**src/rtl/rv32i_pkg.sv**
```systemverilog
// Shared RV32I datapath widths and the data-memory access FSM encoding.
package rv32i_pkg;
  localparam int DPW = 32;
  localparam int ADW = 5;

  typedef enum logic [1:0] {
    IDLE,
    REQ,
    WAIT_RD
  } dmem_state_t;
endpackage

```
**src/rtl/mem_access_stage.sv**
```systemverilog
// Memory-access pipeline stage: word loads/stores over a req/gnt/rvalid bus,
// upstream stall while an access is open, and the registered writeback outputs.
module mem_access_stage
  import rv32i_pkg::*;
#(
  parameter int TIMEOUT_CYC = 255
) (
  input  logic           clk,
  input  logic           rst,
  input  logic           regwriteM,
  input  logic           resultsrcM,
  input  logic           memwriteM,
  input  logic [DPW-1:0] aluresultM,
  input  logic [DPW-1:0] Rd2M,
  input  logic [ADW-1:0] RdM,
  output logic           stall_o,
  output logic           dmem_req_o,
  output logic           dmem_we_o,
  output logic [DPW-1:0] dmem_addr_o,
  output logic [DPW-1:0] dmem_wdata_o,
  input  logic           dmem_gnt_i,
  input  logic           dmem_rvalid_i,
  input  logic [DPW-1:0] dmem_rdata_i,
  output logic           regwriteW,
  output logic [ADW-1:0] RdW,
  output logic [DPW-1:0] resultW,
  output logic           dmem_err_o
);

  localparam logic [7:0] TMO_LAST = 8'(TIMEOUT_CYC - 1);

  dmem_state_t state, state_n;
  logic [7:0]  cnt;
  logic        access, misaligned, tmo_lim;
  logic        req, done, timeout;

  assign access     = resultsrcM | memwriteM;
  assign misaligned = access & (aluresultM[1:0] != 2'b00);
  // The access in flight has used its whole budget in this cycle.
  assign tmo_lim    = (state != IDLE) && (cnt == TMO_LAST);

  always_comb begin
    state_n = state;
    req     = 1'b0;
    done    = 1'b0;
    timeout = 1'b0;
    case (state)
      IDLE, REQ: begin
        // The request is withdrawn on the abort cycle so the bus never accepts it.
        req = access & ~misaligned & ~tmo_lim;
        if (req && dmem_gnt_i) begin
          done    = memwriteM;
          state_n = memwriteM ? IDLE : WAIT_RD;
        end else if (req) begin
          state_n = REQ;
        end else begin
          state_n = IDLE;
        end
      end
      WAIT_RD: begin
        if (dmem_rvalid_i) begin
          done    = 1'b1;
          state_n = IDLE;
        end
      end
      default: state_n = IDLE;
    endcase
    timeout = tmo_lim & ~done;
    if (timeout) state_n = IDLE;
  end

  assign stall_o      = access & ~misaligned & ~done & ~timeout;
  assign dmem_req_o   = req;
  assign dmem_we_o    = memwriteM;
  assign dmem_addr_o  = {aluresultM[DPW-1:2], 2'b00};
  assign dmem_wdata_o = Rd2M;

  // FSM and timeout counter
  always_ff @(posedge clk) begin
    if (rst) begin
      state <= IDLE;
      cnt   <= '0;
    end else begin
      state <= state_n;
      cnt   <= (state == IDLE) ? 8'd0 : cnt + 8'd1;
    end
  end

  // Writeback register
  always_ff @(posedge clk) begin
    if (rst) begin
      regwriteW  <= 1'b0;
      RdW        <= '0;
      resultW    <= '0;
      dmem_err_o <= 1'b0;
    end else begin
      dmem_err_o <= misaligned | timeout;
      if (misaligned | timeout | stall_o) begin
        regwriteW <= 1'b0;
      end else if (!access) begin
        regwriteW <= regwriteM;
        RdW       <= RdM;
        resultW   <= aluresultM;
      end else if (done) begin
        regwriteW <= regwriteM;
        RdW       <= RdM;
        resultW   <= memwriteM ? aluresultM : dmem_rdata_i;
      end
    end
  end

endmodule
```
**config.mk**
```make
export PLATFORM = sky130hd
export DESIGN_NAME = mem_access_stage
export DESIGN_NICKNAME = d
export VERILOG_FILES = /design/src/rtl/rv32i_pkg.sv /design/src/rtl/mem_access_stage.sv
export SDC_FILE = /design/constraint.sdc
export NUM_CORES = 1
export LEC_CHECK = 0
export BUFFER_PORTS_ARGS = -buffer_cell sky130_fd_sc_hd__buf_2
export CAP_MARGIN = 20
export CORE_MARGIN = 2
export CORE_UTILIZATION = 45
export DETAILED_ROUTE_END_ITERATION = 10
export PLACE_DENSITY = 0.87
export SLEW_MARGIN = 0
export SYNTH_ARGS = -nofsm -noshare
export SYNTH_HDL_FRONTEND = slang
export SYNTH_SLANG_ARGS = --single-unit
```
**constraint.sdc**
```tcl
create_clock -name clk -period 3.4 [get_ports clk]
set_input_delay 0.17 -clock clk [delete_from_list [all_inputs] [get_ports clk]]
set_output_delay 0.17 -clock clk [all_outputs]
set_load 0.02 [all_outputs]
```
==> results_dict.tcl, run 1 <==
set metrics [dict create \
    status "finished clean" \
    seq_area_frac_synth_pct 32.4 \
    p_int_w 0.000912 \
    setup_tns_ns 0 \
    dpl_cell_area_um2 3280 \
    synthCells 335 \
    grt.met1_usage_pct 17.8 \
    fmax_mhz 448 \
    ir_worst_vdd_v 0.000210 \
    final_cell_count_no_fill 488 \
    ant_nets 0 \
    clockPowerShare_pct 27.1 \
    startpoint_type "flop" \
    chipWidth_um 86.0 \
    fin_skew_ns 0.00476 \
    tightest_slew_ns 0.854 \
    finalInstanceArea_um2 3370 \
    placement_rows 29 \
    crit_required_ns 3.63 \
    io_pins 214 \
    io_buffers 147 \
    dieArea_um2 7390 \
    slew_viol_final 0 \
    top_usage_layer "met2" \
    cts_tree "done" \
    hold_path.class "primary input to flop" \
    relSlewSlack_pct 43.1 \
    hp-start "dmem_gnt_i" \
    vias_per_cell 4.94 \
    clkTransAtPathRegs_ns 0.09 \
    dp_cells 481 \
    crit_type "flop to flop" \
    crit_start "cnt[0]$_SDFF_PP0_" \
    drt_iter0_markers 88 \
    postSynthAreaPerCell_um2 9.03 \
    clkSinkCount 49 \
    cts_htree_levels 2 \
    grt_max_degree 40 \
    maxCapViolCount 0 \
    grt_pass1_vias 2265 \
    firstDrtPassIters 4 \
    critPathCaptureType "flop" \
    num_vias 2413 \
    die_h_um 86.0 \
    switching_share_pct 30.5 \
    grtUsageTotal_pct 16.9 \
    clockBufferDepth 2 \
    initial_utilization_pct 47.1 \
    p_per_area_nw_per_um2 390 \
    cts_setup_buffers 0 \
    area_growth_pct 11.3 \
    grt.overflow.total 0 \
    yosysUniqueCellTypes 40 \
    grt_use_met2_pct 31.3 \
    diodes 0 \
    rsz0062_at_grt "false" \
    grt_use_met3_pct 5.29 \
    switchingPower_w 0.000401 \
    netlist_area_um2 3020 \
    gp_congestion 0.942 \
    grt_pass1_wl_um 10000 \
    dp_hpwl_um 4930 \
    insertion_delay_ns 0.30 \
    drcViolationCount 0 \
    r2r-start "cnt[0]$_SDFF_PP0_" \
    period_minus_slack_ns 2.23 \
    cts_hold_buf 0 \
    antenna_found_initial 0 \
    arrival_ns 2.46 \
    setup_slack_ns 1.17 \
    root_buffer "clkbuf_8" \
    wl_per_cell_um 13.3 \
    finalHoldViolations 0 \
    fin_nets 521 \
    comb_power_share_pct 25.0 \
    seqPwrFrac_pct 48.0 \
    wl_um 6490 \
    crit_fanout 17 \
    cts_buffers 5 \
    core_area_um2 6420 \
    setup_viol 0 \
    pre_cts_ws_ns 1.20 \
    post_cts_resized 0 \
    p_leak_nw 1.74 \
    nFillCells 602 \
    period_share_pct 65.6 \
    drive_above_1_share_pct 47.9 \
    ys_ff_latch 49 \
    yosysWarningCount 0 \
]
==> Yosys cell counts <==
cell type / n / share of area, %
nand3_1: 6 / 0.99
o211ai_4: 1 / 0.70
or2_2: 1 / 0.21
buf_4: 65 / 16
conb_1: 1 / 0.12
and4_1: 1 / 0.29
nand4_2: 1 / 0.41
ha_1: 2 / 0.83
inv_1: 2 / 0.25
nor2b_1: 1 / 0.21
o21ai_1: 2 / 0.33
a21bo_2: 1 / 0.33
buf_12: 3 / 2.0
xor2_1: 3 / 0.87
o21a_1: 1 / 0.25
nand4_4: 1 / 0.70
a21oi_1: 4 / 0.66
buf_2: 4 / 0.66
o211a_1: 1 / 0.33
o21ai_0: 3 / 0.50
a211oi_1: 1 / 0.25
nand2b_1: 1 / 0.21
or3_1: 2 / 0.41
nor3_4: 1 / 0.54
o311ai_0: 1 / 0.29
mux2_1: 1 / 0.37
a211oi_2: 1 / 0.41
nand2_1: 76 / 9.4
nor2_1: 11 / 1.4
o22a_1: 1 / 0.29
dfxtp_1: 49 / 32
nor3b_1: 2 / 0.50
nand4_1: 1 / 0.21
and3_1: 2 / 0.41
mux2i_1: 37 / 12
clkbuf_1: 9 / 1.1
o211ai_2: 1 / 0.41
mux2_2: 31 / 12
nand3b_1: 2 / 0.50
xnor2_1: 1 / 0.29
==> worst max-delay path: stages, from the launching register on <==
cell and delay, ns:
dfxtp_1 0.38, inv_1 0.06, ha_1 0.21, nand3_1 0.16, nor3_4 0.07, o211ai_4 0.62
buf_4 0.41, mux2i_1 0.23
==> flip-flops by register name, summed over array words and instances (netlist names) <==
name and count:
resultW 32, cnt 8, RdW 5, state 2, dmem_err_o 1, regwriteW 1
==> power by group through the flow <==
stage                     clock, W  combinational, W  sequential (W)
after floorplan                  0          0.000257        0.000687
after global placement           0          0.000321        0.000642
after detailed placement         0          0.000331        0.000643
after CTS                 0.000369          0.000331        0.000630
after global routing      0.000390          0.000355        0.000635
final                     0.000355          0.000328        0.000630
==> layout make-up <==
class	count	area, um2	area share [%]
inverters	2	7.51	0.223
well taps	77	96.3	2.86
clock buffers	6	82.6	2.45
clock inverters	1	7.51	0.223
multi-input cells	204	1440	42.8
repair buffers	149	751	22.3
flip-flops and latches	49	981	29.1
==> metrics by stage <==
stage          hold WS, ns  util, %  power [W]
2_1_floorplan        0.239        -   0.000944
3_3_place_gp         0.340     51.0   0.000963
3_5_place_dp         0.340     51.0   0.000974
4_1_cts             0.0561     52.4    0.00133
5_1_grt             0.0720     52.4    0.00138
6_report            0.0600     52.4    0.00131
==> cells by family after synthesis <==
logic type / synth area share, %
compound gates: 4.76
xor+xnor: 1.16
fa+ha+maj: 0.827
buf+inv: 20.1
flops: 32.4
mux: 24.2
other cells: 0.124
simple gates: 16.4
==> per-layer routing <==
layer / wire, um / up-vias / part of all wire, %
li1: - / 1201 / -
met1: 2440 / 1084 / 38
met2: 3370 / 107 / 52
met3: 553 / 21 / 8.5
met4: 136 / 0 / 2.1
met5: 0 / - / 0
==> worst paths after layout <==
check                                  end  slack, ns  depth (start not counted)
setup / recovery  resultW[16]$_SDFFE_PP0P_       1.17                          7
hold / removal       state[0]$_SDFFE_PP0P_       0.06                          2
setup reg to reg  resultW[16]$_SDFFE_PP0P_       1.17                          7
hold reg to reg    resultW[0]$_SDFFE_PP0P_       0.46                          2
==> cell usage in the layout, fill, tap and decap left out, types with 3 or more instances in the layout <==
cell type	instances
nand2_1	76
nand3_1	6
clkbuf_8	6
a21oi_1	4
nor2_1	11
o21ai_0	3
xor2_1	3
mux2i_1	37
buf_2	147
dfxtp_1	49
mux2_2	31
No activity file was read; power rests on OpenSTA's default activity.
==> run 2, diff against run 1 <==
Settings changed: CORE_UTILIZATION 45 to 42, PLACE_DENSITY 0.87 to 0.82.
Clock period 3.4 ns to 2.2 ns, I/O delays scaled along.
==> run 2 against run 1 <==
Net effect: wire length up 0.37%; critical path depth decreased by 1; sequential cell count did not move; non-clock buffer count is 4 higher; first-iteration DRC count fell by 14%; final area rose by 2.7%; sequential power rose by 54%; hold slack got worse by 0.023 ns; clock power grew 81%; critical endpoint is now dmem_req_o.
==> results_dict.tcl, run 2 (synthesized netlist as in run 1, its figures left out) <==
set metrics [dict create \
    layout_common_cells "147 x buf_2, 76 x nand2_1, 49 x dfxtp_1" \
    io_buffers 147 \
    cts_buffers 5 \
    fmax_mhz 545 \
    setup_viol 0 \
    crit_type "flop to primary output" \
    clockBufferDepth 2 \
    grtUsageTotal_pct 16.2 \
    hold_path.class "primary input to flop" \
    seqPwrFrac_pct 45.6 \
    route.met2.wl_um 3300 \
    die_h_um 88.9 \
    placement_rows 30 \
    relSlewSlack_pct 57.3 \
    ant_nets 0 \
    top_layer_used "met4" \
    maxCapViolCount 0 \
    arrival_ns 1.72 \
    wl_per_cell_um 12.7 \
    vias_per_cell 4.80 \
    drt_iter0_markers 76 \
    drive_above_1_share_pct 48.1 \
    critPathCaptureType "primary output" \
    multi_input_area_um2 1440 \
    mostFrequentLayoutCell "buf_2" \
    antenna_found_initial 0 \
    seq_area_um2 981 \
    largestRegisters "resultW x32, cnt x8, RdW x5" \
    initial_utilization_pct 44.0 \
    drcViolationCount 0 \
    ir_worst_vdd_v 0.000333 \
    fin_skew_ns 0.00546 \
    diodes 0 \
    dp_hpwl_um 4900 \
    fin_nets 525 \
    rsz0062_at_grt "false" \
    switchingPower_w 0.000622 \
    insertion_delay_ns 0.31 \
    clockPowerShare_pct 30.2 \
    grt.overflow.total 0 \
    root_buffer "clkbuf_8" \
    status "finished clean" \
    crit_fanout 4 \
    cts_tree "done" \
    comb_power_share_pct 24.1 \
    grt_max_degree 39 \
    p_int_w 0.00151 \
    dieArea_um2 7900 \
    grt_pass1_vias 2281 \
    crit_required_ns 2.09 \
    period_share_pct 83.4 \
    p_leak_nw 1.78 \
    wl_met3_um 548 \
    cts_setup_buffers 0 \
    period_minus_slack_ns 1.83 \
    wl_um 6520 \
    worst_hold_slack_ns 0.0370 \
    largest_reg_flops 32 \
    grt_pass1_wl_um 9980 \
    core_area_um2 6870 \
    area_growth_pct 14.3 \
    tightest_slew_ns 0.633 \
    nFillCells 653 \
    clkSinkCount 49 \
    setup_tns_ns 0 \
    chipWidth_um 88.9 \
    cts_htree_levels 2 \
    met1_length_um 2540 \
    finalPower_w 0.00213 \
    io_pins 214 \
    startpoint_type "flop" \
    firstDrtPassIters 4 \
    finalHoldViolations 0 \
    slew_viol_final 0 \
    switching_share_pct 29.2 \
    gp_congestion 0.858 \
    p_per_area_nw_per_um2 616 \
    clkTransAtPathRegs_ns 0.09 \
    top_register "resultW" \
    num_vias 2460 \
]
-- run 2: metal layers --
metal / GRT usage (%) / vias up
met4: 6.47 / 0
met2: 29.0 / 124
li1: - / 1207
met1: 18.1 / 1113
met5: 0 / -
met3: 4.38 / 16
-- run 2: final timing paths --
kind	start	endpoint	slack, ns	cells after the start
worst max-delay path	cnt[0]$_SDFF_PP0_	dmem_req_o	0.37	6
worst max register to register	cnt[0]$_SDFF_PP0_	resultW[9]$_SDFFE_PP0P_	0.47	7
worst min register to register	resultW[8]$_SDFFE_PP0P_	resultW[8]$_SDFFE_PP0P_	0.46	2
worst min-delay path	rst	regwriteW$_SDFFE_PP0P_	0.04	2
-- run 2: what timing repair did --
item                      in CTS  in global routing
hold endpoints to repair       1                  0
gates resized for setup        0                  0
hold buffers                   1                  0
-- run 2: metrics by stage --
stage,cells,setup WS (ns),area [um2],util [%]
6_report,512,0.366,3460,50.3
5_1_grt,512,0.257,3460,50.3
4_1_cts,512,0.341,3460,50.3
3_5_place_dp,503,0.502,3330,48.5
3_3_place_gp,503,0.585,3330,48.5
2_1_floorplan,336,0.477,3030,-
-- run 2: worst max-delay path, cell delays in order (launching register included) --
cell and delay (ns):
dfxtp_1 0.38, inv_1 0.07, ha_1 0.22, nand3_1 0.17, nor2_1 0.09, a211oi_1 0.27
buf_2 0.22
-- run 2: area by class of cell --
type | count | area share, %
clock inverters | 2 | 1.12
flip-flops and latches | 49 | 28.4
clock buffers | 6 | 2.10
multi-input cells | 204 | 41.7
inverters | 2 | 0.217
well taps | 96 | 3.48
repair buffers | 153 | 23.0
-- run 2: power groups by stage --
| stage | registers (W) | clock network (W) | logic (W) |
|---|---|---|---|
| final | 0.000972 | 0.000644 | 0.000514 |
| after global routing | 0.000980 | 0.000692 | 0.000559 |
| after CTS | 0.000973 | 0.000671 | 0.000520 |
| after detailed placement | 0.000992 | 0 | 0.000516 |
| after global placement | 0.000992 | 0 | 0.000503 |
| after floorplan | 0.00106 | 0 | 0.000397 |
